<file path="config.mk">
export PLATFORM = sky130hd
export DESIGN_NAME = unified_xor_engine
export DESIGN_NICKNAME = d
export VERILOG_FILES = /design/src/rtl/unified_xor_pkg.sv /design/src/rtl/theta_d_gen.sv /design/src/rtl/unified_xor_engine.sv
export SDC_FILE = /design/constraint.sdc
export NUM_CORES = 1
export LEC_CHECK = 0
export CAP_MARGIN = 0
export CORE_AREA = 2 2 248 250
export CTS_CLUSTER_DIAMETER = 30
export DETAILED_ROUTE_END_ITERATION = 12
export DIE_AREA = 0 0 250 252
export GPL_TIMING_DRIVEN = 0
export PLACE_DENSITY = 0.66
export SYNTH_ARGS = -nofsm -noshare
export SYNTH_HDL_FRONTEND = slang
export SYNTH_SLANG_ARGS = --single-unit
</file>
<file path="constraint.sdc">
create_clock -name i_clk -period 2.4 [get_ports i_clk]
set_clock_uncertainty 0.2 [all_clocks]
set_input_delay 0.6 -clock i_clk [delete_from_list [all_inputs] [get_ports i_clk]]
set_output_delay 0.6 -clock i_clk [all_outputs]
set_load 0.02 [all_outputs]
</file>
<file path="src/rtl/unified_xor_pkg.sv">
// Shared types and constants for the unified AES-key-XOR / Keccak-theta engine.
package unified_xor_pkg;

  // Engine control states.
  typedef enum logic [1:0] {
    IDLE  = 2'd0,
    ACC   = 2'd1,
    THETA = 2'd2,
    OUT   = 2'd3
  } state_e;

  // Legal range for the number of Keccak beats in one frame.
  localparam int ROWS_MIN = 2;
  localparam int ROWS_MAX = 8;

  // Beat counter width; wide enough to hold ROWS_MAX-1.
  localparam int CNT_W = $clog2(ROWS_MAX);

endpackage

</file>
<file path="src/rtl/theta_d_gen.sv">
// Keccak theta D-lane generator: D[x] = C[x-1] ^ rotl1(C[x+1]), indices mod N_LANES.
// Purely combinational.
module theta_d_gen #(
  parameter int LANE_W  = 32,
  parameter int N_LANES = 5
) (
  input  logic [N_LANES*LANE_W-1:0] c,
  output logic [N_LANES*LANE_W-1:0] d
);

  // Rotate one lane left by a single bit; the MSB wraps into bit 0.
  function automatic logic [LANE_W-1:0] rotl1(input logic [LANE_W-1:0] v);
    return {v[LANE_W-2:0], v[LANE_W-1]};
  endfunction

  for (genvar x = 0; x < N_LANES; x++) begin : g_lane
    localparam int XM = (x + N_LANES - 1) % N_LANES;
    localparam int XP = (x + 1) % N_LANES;

    logic [LANE_W-1:0] c_prev_s;
    logic [LANE_W-1:0] c_next_s;

    assign c_prev_s = c[XM*LANE_W +: LANE_W];
    assign c_next_s = c[XP*LANE_W +: LANE_W];
    assign d[x*LANE_W +: LANE_W] = c_prev_s ^ rotl1(c_next_s);
  end

endmodule

</file>
<file path="src/rtl/unified_xor_engine.sv">
// Unified XOR engine: single-beat AES round-key XOR, or multi-beat Keccak
// column-parity accumulation followed by a theta D-lane output beat.
// The mode is latched only at the start of a frame; a Keccak frame holds the
// input off while theta is computed and while its result waits downstream.
module unified_xor_engine
  import unified_xor_pkg::*;
#(
  parameter int LANE_W  = 32,
  parameter int N_LANES = 5,
  parameter int ROWS    = 5
) (
  input  logic                      i_clk,
  input  logic                      i_rst,
  input  logic                      i_aes_or_keccak,
  input  logic                      i_valid,
  output logic                      o_ready,
  input  logic [N_LANES*LANE_W-1:0] i_row,
  input  logic [N_LANES*LANE_W-1:0] i_key,
  output logic                      o_valid,
  input  logic                      i_ready,
  output logic [N_LANES*LANE_W-1:0] o_data,
  output logic [N_LANES*LANE_W-1:0] o_C,
  output logic                      o_is_theta
);

  localparam int ROW_W = N_LANES * LANE_W;

  state_e             state_r;
  state_e             state_s;
  logic [ROW_W-1:0]   c_r;
  logic [ROW_W-1:0]   c_s;
  logic [CNT_W-1:0]   cnt_r;
  logic [CNT_W-1:0]   cnt_s;
  logic               valid_s;
  logic [ROW_W-1:0]   data_s;
  logic [ROW_W-1:0]   c_out_s;
  logic               theta_s;
  logic [ROW_W-1:0]   d_s;
  logic               accept_s;

  theta_d_gen #(
    .LANE_W  (LANE_W),
    .N_LANES (N_LANES)
  ) u_theta_d_gen (
    .c (c_r),
    .d (d_s)
  );

  assign accept_s = i_valid && o_ready;

  // Input handshake: AES streams through, Keccak blocks while output is pending or theta runs.
  always_comb begin
    o_ready = 1'b0;
    if (i_rst) begin
      o_ready = 1'b0;
    end else begin
      case (state_r)
        IDLE: begin
          if (i_aes_or_keccak) begin
            o_ready = !o_valid || i_ready;
          end else begin
            o_ready = !o_valid;
          end
        end
        ACC:     o_ready = 1'b1;
        THETA:   o_ready = 1'b0;
        OUT:     o_ready = 1'b0;
        default: o_ready = 1'b0;
      endcase
    end
  end

  // Next-state and next-datapath values for the FSM and output registers.
  always_comb begin
    state_s = state_r;
    c_s     = c_r;
    cnt_s   = cnt_r;
    valid_s = o_valid;
    data_s  = o_data;
    c_out_s = o_C;
    theta_s = o_is_theta;
    case (state_r)
      IDLE: begin
        if (o_valid && i_ready) begin
          valid_s = 1'b0;
        end else begin
          valid_s = o_valid;
        end
        if (accept_s) begin
          if (i_aes_or_keccak) begin
            data_s  = i_row ^ i_key;
            c_out_s = {ROW_W{1'b0}};
            theta_s = 1'b0;
            valid_s = 1'b1;
          end else begin
            c_s     = i_row;
            cnt_s   = CNT_W'(1);
            state_s = ACC;
          end
        end else begin
          state_s = IDLE;
        end
      end
      ACC: begin
        // The mode input is deliberately not looked at until the frame ends.
        if (accept_s) begin
          c_s = c_r ^ i_row;
          if (cnt_r == CNT_W'(ROWS - 1)) begin
            cnt_s   = {CNT_W{1'b0}};
            state_s = THETA;
          end else begin
            cnt_s   = cnt_r + CNT_W'(1);
            state_s = ACC;
          end
        end else begin
          state_s = ACC;
        end
      end
      THETA: begin
        data_s  = d_s;
        c_out_s = c_r;
        theta_s = 1'b1;
        valid_s = 1'b1;
        state_s = OUT;
      end
      OUT: begin
        if (i_ready) begin
          valid_s = 1'b0;
          state_s = IDLE;
        end else begin
          state_s = OUT;
        end
      end
      default: begin
        state_s = IDLE;
      end
    endcase
  end

  // State, accumulator and output registers with synchronous reset.
  always_ff @(posedge i_clk) begin
    if (i_rst) begin
      state_r    <= IDLE;
      c_r        <= {ROW_W{1'b0}};
      cnt_r      <= {CNT_W{1'b0}};
      o_valid    <= 1'b0;
      o_data     <= {ROW_W{1'b0}};
      o_C        <= {ROW_W{1'b0}};
      o_is_theta <= 1'b0;
    end else begin
      state_r    <= state_s;
      c_r        <= c_s;
      cnt_r      <= cnt_s;
      o_valid    <= valid_s;
      o_data     <= data_s;
      o_C        <= c_out_s;
      o_is_theta <= theta_s;
    end
  end

endmodule

</file>
* Yosys cells after proc, flatten, opt, wreduce, memory -nomap -nowiden *
Cells that the tools add are included.

word-level totals
  flip-flop bits (word level) = 487
  bits of input ports = 325
  output and inout bits = 323
  logic and storage cells = 69

operators by class
  add/subtract/negate cells = 1
  eq/ne operators = 10
  multiplexer cells = 32
  bitwise logic cells = 7
  reduce and logical (&&, ||, !) cells = 12

operators by type and width
  operator                                                               number
  160-bit 2-to-1 mux                                                     7
  160-bit case mux with 2 select lines                                   3
  160-bit XOR                                                            2
  32-bit XOR                                                             5
  3-bit 2-to-1 mux                                                       4
  2-bit 2-to-1 mux                                                       5
  2-bit != test, second input constant                                   5
  1-bit 2-to-1 mux                                                       8
  2-bit case mux with 4 select lines                                     1
  1-bit case mux with 3 select lines                                     2
  3-bit case mux with 2 select lines                                     1
  2-bit equality test, second input constant                             2
  4-bit AND reduction                                                    1
  2-bit nonzero test                                                     2
  3-bit by 1-bit adder with 3-bit output, second input constant          1
  3-bit equality test, second input constant                             1
  3-bit != test, second input constant                                   1
  3-bit AND reduction                                                    1
  3-bit nonzero test                                                     1
  2-bit by 1-bit equality test with 1-bit output, second input constant  1
  1-bit logical AND                                                      2
  2-bit zero test                                                        1
  1-bit case mux with 2 select lines                                     1
  2-bit AND reduction                                                    1
  other kinds (3)                                                        3

* Depth between registers and ports, before layout *
Gate-level depths: netlist (run 1).

  depth after elaboration = 8
  depth in mapped cells = 8

* Cells and area by module *
A second synthesis (run 1) with hierarchy kept.

unflattened totals
  cells, all modules = 2881
  area total of the unflattened synthesis = 24021.8 µm²

modules (own cells, without submodules)
  module              times used  cells an instance  area each (µm²)  seq. area each (µm²)
  unified_xor_engine  1           2721               22620.4          9749.4
  theta_d_gen         1           160                1401.3           0.0

* Worst setup path before layout (run 1) *
OpenSTA, ideal clock, no wires.

  kind = input-to-output
  start = input port i_rst
  end = output port o_ready
  arrival = 1586 ps
  slack = 14 ps
  stages on the path = 6
  path through = buf_2 buf_2 buf_2 clkbuf_1 nor2_1 o31a_1

between the ends
  cells in the longest elaborated chain, start to end = 1

ends and longest elaborated chain
  what              line                      source
  start, declared   unified_xor_engine.sv:13  input logic i_rst,
  1-bit 2-to-1 mux  unified_xor_engine.sv:54  if (i_rst) begin
  end, declared     unified_xor_engine.sv:16  output logic o_ready,

Every way passes these cells.

* Worst setup path in the final report (run 1) *
Same ends and word-level chain as after synthesis.

==> results.toml, run 1 <==
[floorplanning]
die_area_mm2 = 0.0630
rows = 90
dieWidth_um = 250
start_util = 0.378
dieHeight_um = 252
io_pins = 648
fp.coreArea_mm2 = 0.0601

[clock_tree]
insertion_delay_ps = 680
cts_tree = "yes"
h-tree-depth = 3
clock_sinks = 487
cts.path.max_buffers = 3
ctsHoldBuffers = 0
ctsRootBufferMaster = "clkbuf_16"
clkTransAtPathRegs_ps = 40
post_cts_buffers = 0
cts_buffers = 113

[logic_synthesis]
synth_compound_area_frac = 0.189
synth_flop_cell = "dfxtp_1"
synthXorXnorAreaFrac = 0.123
synth_top_family_by_area = "compound AO/OA/AOI/OAI gates"
synthDistinctLibCells = 40
synth_nets = 2986
muxShareOfSynthArea = 0.0704
netlist_instances = 2659
synth-simple-area-share = 0.140
yosysWarnings = 0
async_flop_share = 0
synth_area_mm2 = 0.0227
yosysSeqAreaShare = 0.429
synth_area_per_cell_um2 = 8.55
synth_edf_count = 0
synth_fa_ha_area_frac = 0.00110
synth-seq-cells = 487

[routing]
ant_nets = 0
drc = 0
num_vias = 23900
firstDrtPassIters = 5
drt_iter0_drc = 2231
viasPerCell = 5.54
wl_per_cell_um = 26.5
routed_wl_mm = 114

[timing]
worst_pin_slew_ps = 971
finalCritPeriodShare = 0.997
fmax_mhz = 418
max_slew_margin = 0.353
period_needed_ps = 2390
hold_violations = 0
finalMaxSlewViolations = 0
rsz0062_at_grt = "no"
worst_slack_ps = 6.31
setup-violations-final = 0
tns_ps = 0
holdWs_ps = 163

[global_route]
gr-total-overflow = 0
grt_max_degree = 16
track_usage = 0.348
antenna_found_initial = 7
grt_pass1_vias = 22900
grt_pass1_wl_mm = 159

[placement]
place_hpwl_mm = 83.1
dpl_worst_slack_ps = -1350
place_congestion = 0.915
numPortBuffers = 646

[worst_setup_path]
path_common_cell = "buf_12"
rr_worst_depth = 7
worstPathArrival_ps = 1590
critPathRequiredTime_ps = 1600
r2r_slack_ps = 20
path_cells = "buf_6, buf_12, buf_12, buf_12, nor2_2, o31a_1, buf_6"
path_class = "in -> out"
rr_endpoint = "o_C[99]$_SDFFE_PP0P_"
cpPeakStageDelay_ps = 160
crit_fanout = 10
setup.worst_path.start_class = "input port"
crit_path_end_kind = "primary output"
worst_path_max_delay_cell = "buf_12"
r2r-start = "state_r[1]$_SDFFE_PP0P_"

[worst_hold_path]
hold_depth = 4
hold_end = "state_r[1]$_SDFFE_PP0P_"
hold_path_class = "in -> reg"
hold_start = "i_ready"

[power_and_ir_drop]
power.total_mw = 28.2
power_leakage_nw = 14.6
power_density_mw_per_mm2 = 829
vdd_drop_max_uv = 596

[layout]
num-nets-final = 3747
finish.utilization = 0.566
final_common_cell = "dfxtp_1"
drive_above_1_share = 0.0995
final_cell_mix = "dfxtp_1 (485), nand2_1 (325), a21oi_1 (324)"
syn2layout_area_growth_pct = 49.7

[outcome]
status = "finished clean"

[run]
maxCapViolCount = 0
## where the power goes
part | switching (mW) | total (mW) | internal (mW) | leakage (nW)
sequential | 0.507 | 8.92 | 8.42 | 3.96
combinational | 1.51 | 2.87 | 1.35 | 8.59
clock | 5.01 | 16.4 | 11.4 | 2.02
## sequential cells by signal, indices dropped and copies added, names as in the netlist
name        count
o_C           160
o_is_theta      1
state_r         2
c_r           160
o_data        160
cnt_r           3
o_valid         1
## cells by family after synthesis
kind of cell	count (synthesis)
compound gates	813
xor+xnor	320
fa+ha+maj	2
buf+inv	205
flops	487
mux	160
simple gates	672
## layout make-up
cell class	instances	area (µm²)
fill	5620	26100
multi-input combinational	1967	11900
sequential	487	9750
timing repair buffer	646	6080
clock buffer	152	3250
buffer	201	1170
tap	782	978
clock inverter	59	847
inverter	4	15.0
antenna	5	12.5
## synth_stat cells (3+ instances only)
| cell type | instances | area [µm²] |
|---|---|---|
| dfxtp_1 | 487 | 9750 |
| nor4_1 | 4 | 25.0 |
| a21oi_1 | 324 | 1620 |
| xnor2_1 | 160 | 1400 |
| o22ai_1 | 160 | 1000 |
| o21ai_0 | 218 | 1090 |
| nand2_1 | 326 | 1220 |
| mux2i_1 | 160 | 1600 |
| buf_6 | 15 | 169 |
| clkbuf_1 | 93 | 349 |
| o21ai_1 | 102 | 510 |
| nand3_1 | 163 | 816 |
| nand2b_1 | 162 | 1010 |
| buf_4 | 30 | 225 |
| nor2_1 | 6 | 22.5 |
| inv_1 | 3 | 11.3 |
| xor2_1 | 160 | 1400 |
| buf_1 | 3 | 11.3 |
| buf_2 | 56 | 280 |
## per-layer routing
metal,global-route usage,wire length [µm],vias up,share of wire
met5,0,23,-,0.00020
met4,0.163,5490,4,0.048
met3,0.0793,9450,283,0.083
met2,0.588,54300,1314,0.48
met1,0.421,45000,11400,0.39
li1,-,-,10800,-
## critical path, delay by kind of cell
family / cells / cell delay (ps)
AOI/OAI and AO/OA: 1 / 150
buffers and inverters: 5 / 750
and+or+nand+nor: 1 / 70
## how the worst max path moves through the flow
stage,start,to
final,i_rst,o_ready
after global routing,state_r[1]$_SDFFE_PP0P_,o_data[42]$_SDFFE_PP0P_
after CTS,i_rst,o_ready
after detailed placement,i_rst,o_ready
after floorplan,i_rst,o_ready
after global placement,i_rst,o_ready
## repair_timing
| item | 4_1_cts | 5_1_grt |
|---|---|---|
| setup endpoints to repair | 685 | 98 |
| pin swaps | 0 | 1 |
| resized for setup | 369 | 38 |
## stage by stage
step / cell area (µm²) / instances
after detailed placement: 30200 / 4087
final: 34000 / 4303
after global placement: 30200 / 4087
after floorplan: 22700 / 2659
after global routing: 34000 / 4302
after CTS: 34000 / 4298
(Power assumes the default switching activity.)
==> run 2: changes to the inputs <==
Settings changed: CORE_AREA 2 2 248 250 to 2 2 253 255, DIE_AREA 0 0 250 252 to 0 0 255 257, PLACE_DENSITY 0.66 to default, SKIP_LAST_GASP from default to 1.
Clock period 2.4 ns to 3 ns, I/O delays scaled along.
==> run 2 against run 1 <==
- the run now ends with negative setup slack left
- combinational power decreased by 19%
- final cell count increased by 1.5%
- total power is 21% lower
- utilization shrank 1.9 points
- design area increased by 0.78%
- first-iteration DRC count rose by 4.5%
- worst setup slack got worse by 34 ps
- count of clock-buffer cells in the layout is 11 lower
- wire length rose by 0.86%
- register-to-register slack gained 210 ps
- via count barely moved
- critical path type unchanged
- largest power group unchanged
==> results.toml, run 2 (synthesized netlist as in run 1, its figures left out) <==
[layout]
drive_above_1_share = 0.0882
top_regs = "c_r: 160 flops, o_C: 160 flops, o_data: 160 flops"
final_common_cell = "clkdlybuf4s50_1"
final_cell_mix = "clkdlybuf4s50_1 (645), dfxtp_1 (487), nand2_1 (326)"
num-nets-final = 3745
syn2layout_area_growth_pct = 50.8

[global_route]
track_usage = 0.339
grt_pass1_wl_mm = 161
antenna_found_initial = 10
grt_max_degree = 16
gr-total-overflow = 0
grt_pass1_vias = 23300

[worst_setup_path]
setup.worst_path.start_class = "input port"
crit_path_end_kind = "primary output"
worst_path_max_delay_cell = "clkbuf_4"
cpPeakStageDelay_ps = 260
path_class = "in -> out"
r2r-start = "state_r[0]$_SDFFE_PP0P_"
worstPathArrival_ps = 2080
critPathRequiredTime_ps = 2050
path_common_cell = "buf_4"
crit_fanout = 10
r2r_slack_ps = 230
rr_worst_depth = 6
rr_endpoint = "o_C[157]$_SDFFE_PP0P_"
path_cells = "buf_4, buf_4, buf_6, clkbuf_4, nor2_1, o31a_1, clkbuf_2"

[worst_hold_path]
hold_end = "o_C[114]$_SDFFE_PP0P_"
hold_depth = 2
hold_start = "o_C[114]$_SDFFE_PP0P_"
hold_path_class = "reg -> reg"

[routing]
drt_iter0_drc = 2331
ant_nets = 0
viasPerCell = 5.46
num_vias = 23800
wl_per_cell_um = 26.4
drc = 0
firstDrtPassIters = 6
routed_wl_mm = 115

[placement]
place_hpwl_mm = 86.1
place_congestion = 0.902
numPortBuffers = 646

[floorplanning]
fp.coreArea_mm2 = 0.0627
rows = 92
dieWidth_um = 255
start_util = 0.363
dieHeight_um = 257
die_area_mm2 = 0.0655
io_pins = 648

[timing]
period_needed_ps = 3030
setup-violations-final = 1
max_slew_margin = 0.0617
holdWs_ps = 265
finalCritPeriodShare = 1.01
finalMaxSlewViolations = 0
fmax_mhz = 330
worst_pin_slew_ps = 1410
hold_violations = 0
worst_slack_ps = -27.6
rsz0062_at_grt = "yes"

[clock_tree]
cts.path.max_buffers = 3
clock_sinks = 487
clkTransAtPathRegs_ps = 50
h-tree-depth = 3
ctsRootBufferMaster = "clkbuf_16"
post_cts_buffers = 0
cts_tree = "yes"
cts_buffers = 111
insertion_delay_ps = 660

[power_and_ir_drop]
power_leakage_nw = 12.8
power_density_mw_per_mm2 = 652
power.total_mw = 22.4
vdd_drop_max_uv = 447

[run]
maxCapViolCount = 0

[outcome]
violations = "negative setup slack"
status = "finished, violations left"
[run 2: cell types whose count changed in the layout (fill, tap and decap cells not counted), moves of 5 or more]
cell	delta
clkbuf_8	-6
clkdlybuf4s50_1	+324
dlygate4sd2_1	-318
dlymetal6s2s_1	-6
buf_2	-5
clkinvlp_4	+5
clkbuf_2	-26
clkbuf_1	+29
[run 2: cell type report]
cell class | instances | area, µm²
multi-input cells | 1967 | 11900
fillers | 5715 | 28400
flip-flops and latches | 487 | 9750
diodes | 7 | 17.5
clock inverters | 67 | 901
inverters | 4 | 15.0
clock buffers | 141 | 3100
repair buffers | 646 | 6460
plain buffers | 201 | 1080
well taps | 846 | 1060
[run 2: repair_timing]
action                     4_1_cts  5_1_grt
setup endpoints to repair      111       22
hold buffers                     0        0
cloned                           0        0
resized for setup                8        4
[run 2: where the power goes]
group | switching [mW] | internal [mW]
logic | 1.20 | 1.13
clock network | 4.09 | 8.82
registers | 0.406 | 6.73
[run 2: routing by layer]
layer,vias to the layer above,wire length (µm),track usage
met5,-,15,0
met4,2,5120,0.158
met3,229,8990,0.0628
met2,1247,55300,0.574
met1,11600,45700,0.414
li1,10800,-,-
[run 2: worst max-delay path, delay by kind of cell]
kind / cells / cell delay [ps]
buffers and inverters: 5 / 1130
and+or+nand+nor: 1 / 50
AOI/OAI and AO/OA: 1 / 110
[run 2: worst max-delay path by stage]
stage,start,endpoint,slack [ps]
6_report,i_rst,o_ready,-30
5_1_grt,i_rst,o_ready,-80
4_1_cts,i_rst,o_ready,-220
3_5_place_dp,i_rst,o_ready,-1110
3_3_place_gp,i_rst,o_ready,-1130
2_1_floorplan,i_rst,o_ready,310
[run 2: through the flow]
step	setup TNS [ps]	worst slack [ps]	cell area, µm²	instances	utilization
after floorplan	0	314	22700	2659	-
after global placement	-113730	-1130	30300	4151	0.482
after detailed placement	-122980	-1110	30300	4151	0.482
after CTS	-217	-217	34300	4359	0.546
after global routing	-77.3	-77.3	34300	4365	0.547
final	-27.6	-27.6	34300	4366	0.547
==> run 3: changes to the inputs <==
Settings changed: CORE_AREA 2 2 253 255 to 2 2 248 250, DIE_AREA 0 0 255 257 to 0 0 250 252, PLACE_DENSITY from default to 0.66.
Clock period 3 ns to 3.34 ns, I/O delays scaled along.
==> run 3 against run 2 <==
- critical path type unchanged
- count of clock-buffer cells in the layout increased by 11
- total power decreased by 9.3%
- non-clock buffer count unchanged
- register-to-register slack got worse by 130 ps
- worst setup slack improved by 31 ps
- via count increased by 0.66%
- critical endpoint unchanged
- largest cell class unchanged
- final cell count decreased by 1.4%
- clock power decreased by 9%
- the run now ends clean
==> results.toml, run 3 (synthesized netlist as in run 1, its figures left out) <==
[outcome]
status = "finished clean"

[layout]
final.fill_count = 5492
seq_area_mm2 = 0.00975
final_common_cell = "clkdlybuf4s50_1"
finish.instance_area_mm2 = 0.0343
top_regs = "c_r: 160 flops, o_C: 160 flops, o_data: 160 flops"
syn2layout_area_growth_pct = 50.9
num-nets-final = 3747
multi_input_area_mm2 = 0.0119
final_cell_mix = "clkdlybuf4s50_1 (645), dfxtp_1 (487), nand2_1 (326)"
drive_above_1_share = 0.0873

[floorplanning]
fp.coreArea_mm2 = 0.0601
dieHeight_um = 252
die_area_mm2 = 0.0630
dieWidth_um = 250
start_util = 0.378
rows = 90
io_pins = 648

[timing]
rsz0062_at_grt = "no"
fmax_mhz = 300
period_needed_ps = 3340
worst_pin_slew_ps = 1280
hold_violations = 0
max_slew_margin = 0.145
setup-violations-final = 0
tns_ps = 0
finalCritPeriodShare = 0.999
worst_slack_ps = 3.46
finalMaxSlewViolations = 0

[routing]
wl_per_cell_um = 26.5
dr_wl_met2_mm = 54.2
drt_iter0_drc = 2123
ant_nets = 0
routed_wl_mm = 114
wl_met3_mm = 9.73
drc = 0
wl_met1_mm = 44.6
viasPerCell = 5.58
top_layer = "met5"
num_vias = 24000
firstDrtPassIters = 6

[power_and_ir_drop]
pwr-share-seq = 0.316
vdd_drop_max_uv = 424
pwr-share-clk = 0.581
power_leakage_nw = 12.8
p_comb_frac = 0.103
p_sw_frac = 0.248
intPower_mw = 15.3
power_density_mw_per_mm2 = 592
p_sw_mw = 5.03

[run]
maxCapViolCount = 0

[global_route]
grt_pass1_vias = 22800
grt_max_degree = 16
antenna_found_initial = 7
track_usage = 0.348
gr-total-overflow = 0
grt_pass1_wl_mm = 159

[clock_tree]
clock_sinks = 487
insertion_delay_ps = 670
cts_buffers = 113
ctsHoldBuffers = 0
cts.path.max_buffers = 3
cts_tree = "yes"
clkTransAtPathRegs_ps = 40
ctsRootBufferMaster = "clkbuf_16"
h-tree-depth = 3

[placement]
numPortBuffers = 646
place_area_mm2 = 0.0302
dpl_worst_slack_ps = -883
place_congestion = 0.915
place_hpwl_mm = 83.1

[worst_hold_path]
hold_path_class = "reg -> reg"

[worst_setup_path]
crit_fanout = 10
worstPathArrival_ps = 2300
setup.worst_path.start_class = "input port"
critPathRequiredTime_ps = 2300
crit_path_end_kind = "primary output"
path_class = "in -> out"
r2r_slack_ps = 100
## run 3: cell types whose count changed in the layout (fill, tap and decap cells not counted), sizes merged
cell         previous run  this run
dlygate4sd2             0         1
clkbuf                239       249
inv                    10         9
clkinvlp               10         5
diode                   7         6
bufinv                 18        19
clkinv                 33        30
## run 3: power groups by stage
stage / clock (mW) / combinational [mW] / sequential, mW
CTS: 11.8 / 2.08 / 6.40
finish: 11.8 / 2.10 / 6.41
global route: 12.1 / 2.22 / 6.43
floorplan: 0 / 0.919 / 6.45
detailed placement: 0 / 2.06 / 6.50
global placement: 0 / 2.05 / 6.50
## run 3: worst paths after layout
path                                              start                    end  depth (start not counted)
worst max register to register  state_r[0]$_SDFFE_PP0P_  o_C[157]$_SDFFE_PP0P_                          6
worst max-delay path                              i_rst                o_ready                          7
worst min register to register     o_C[96]$_SDFFE_PP0P_   o_C[96]$_SDFFE_PP0P_                          2
worst min-delay path               o_C[96]$_SDFFE_PP0P_   o_C[96]$_SDFFE_PP0P_                          2
## run 3: layout make-up
| type | instances | share of cell area |
|---|---|---|
| antenna | 6 | 0.000438 |
| multi-input combinational | 1967 | 0.347 |
| clock inverter | 59 | 0.0247 |
| inverter | 4 | 0.000438 |
| timing repair buffer | 646 | 0.188 |
| buffer | 201 | 0.0314 |
| tap | 782 | 0.0285 |
| clock buffer | 152 | 0.0946 |
| sequential | 487 | 0.284 |
## run 3: repair_timing
| action | 4_1_cts | 5_1_grt |
|---|---|---|
| setup buffers | 0 | 0 |
| gates resized for setup | 8 | 0 |
| endpoints found under the setup margin | 1 | 0 |
## run 3: stage by stage
stage                     hold slack (ps)  instances  total power, mW  utilization
after detailed placement              257       4087             8.56        0.502
final                                 264       4304             20.3        0.571
after global placement                253       4087             8.55        0.502
after CTS                             263       4298             20.3        0.570
after global routing                  279       4302             20.8        0.571
after floorplan                       249       2659             7.37            -
## run 3: per-layer routing
layer | vias up | track usage
met1 | 11500 | 0.420
met5 | - | 0
met2 | 1347 | 0.586
met4 | 6 | 0.165
met3 | 291 | 0.0809
li1 | 10800 | -
## run 3: worst max-delay path, cell delays in order
cell and delay, ps:
buf_4 170, buf_4 210, buf_8 180, clkbuf_4 210
nor2_1 100, o31a_1 130, dlygate4sd2_1 430
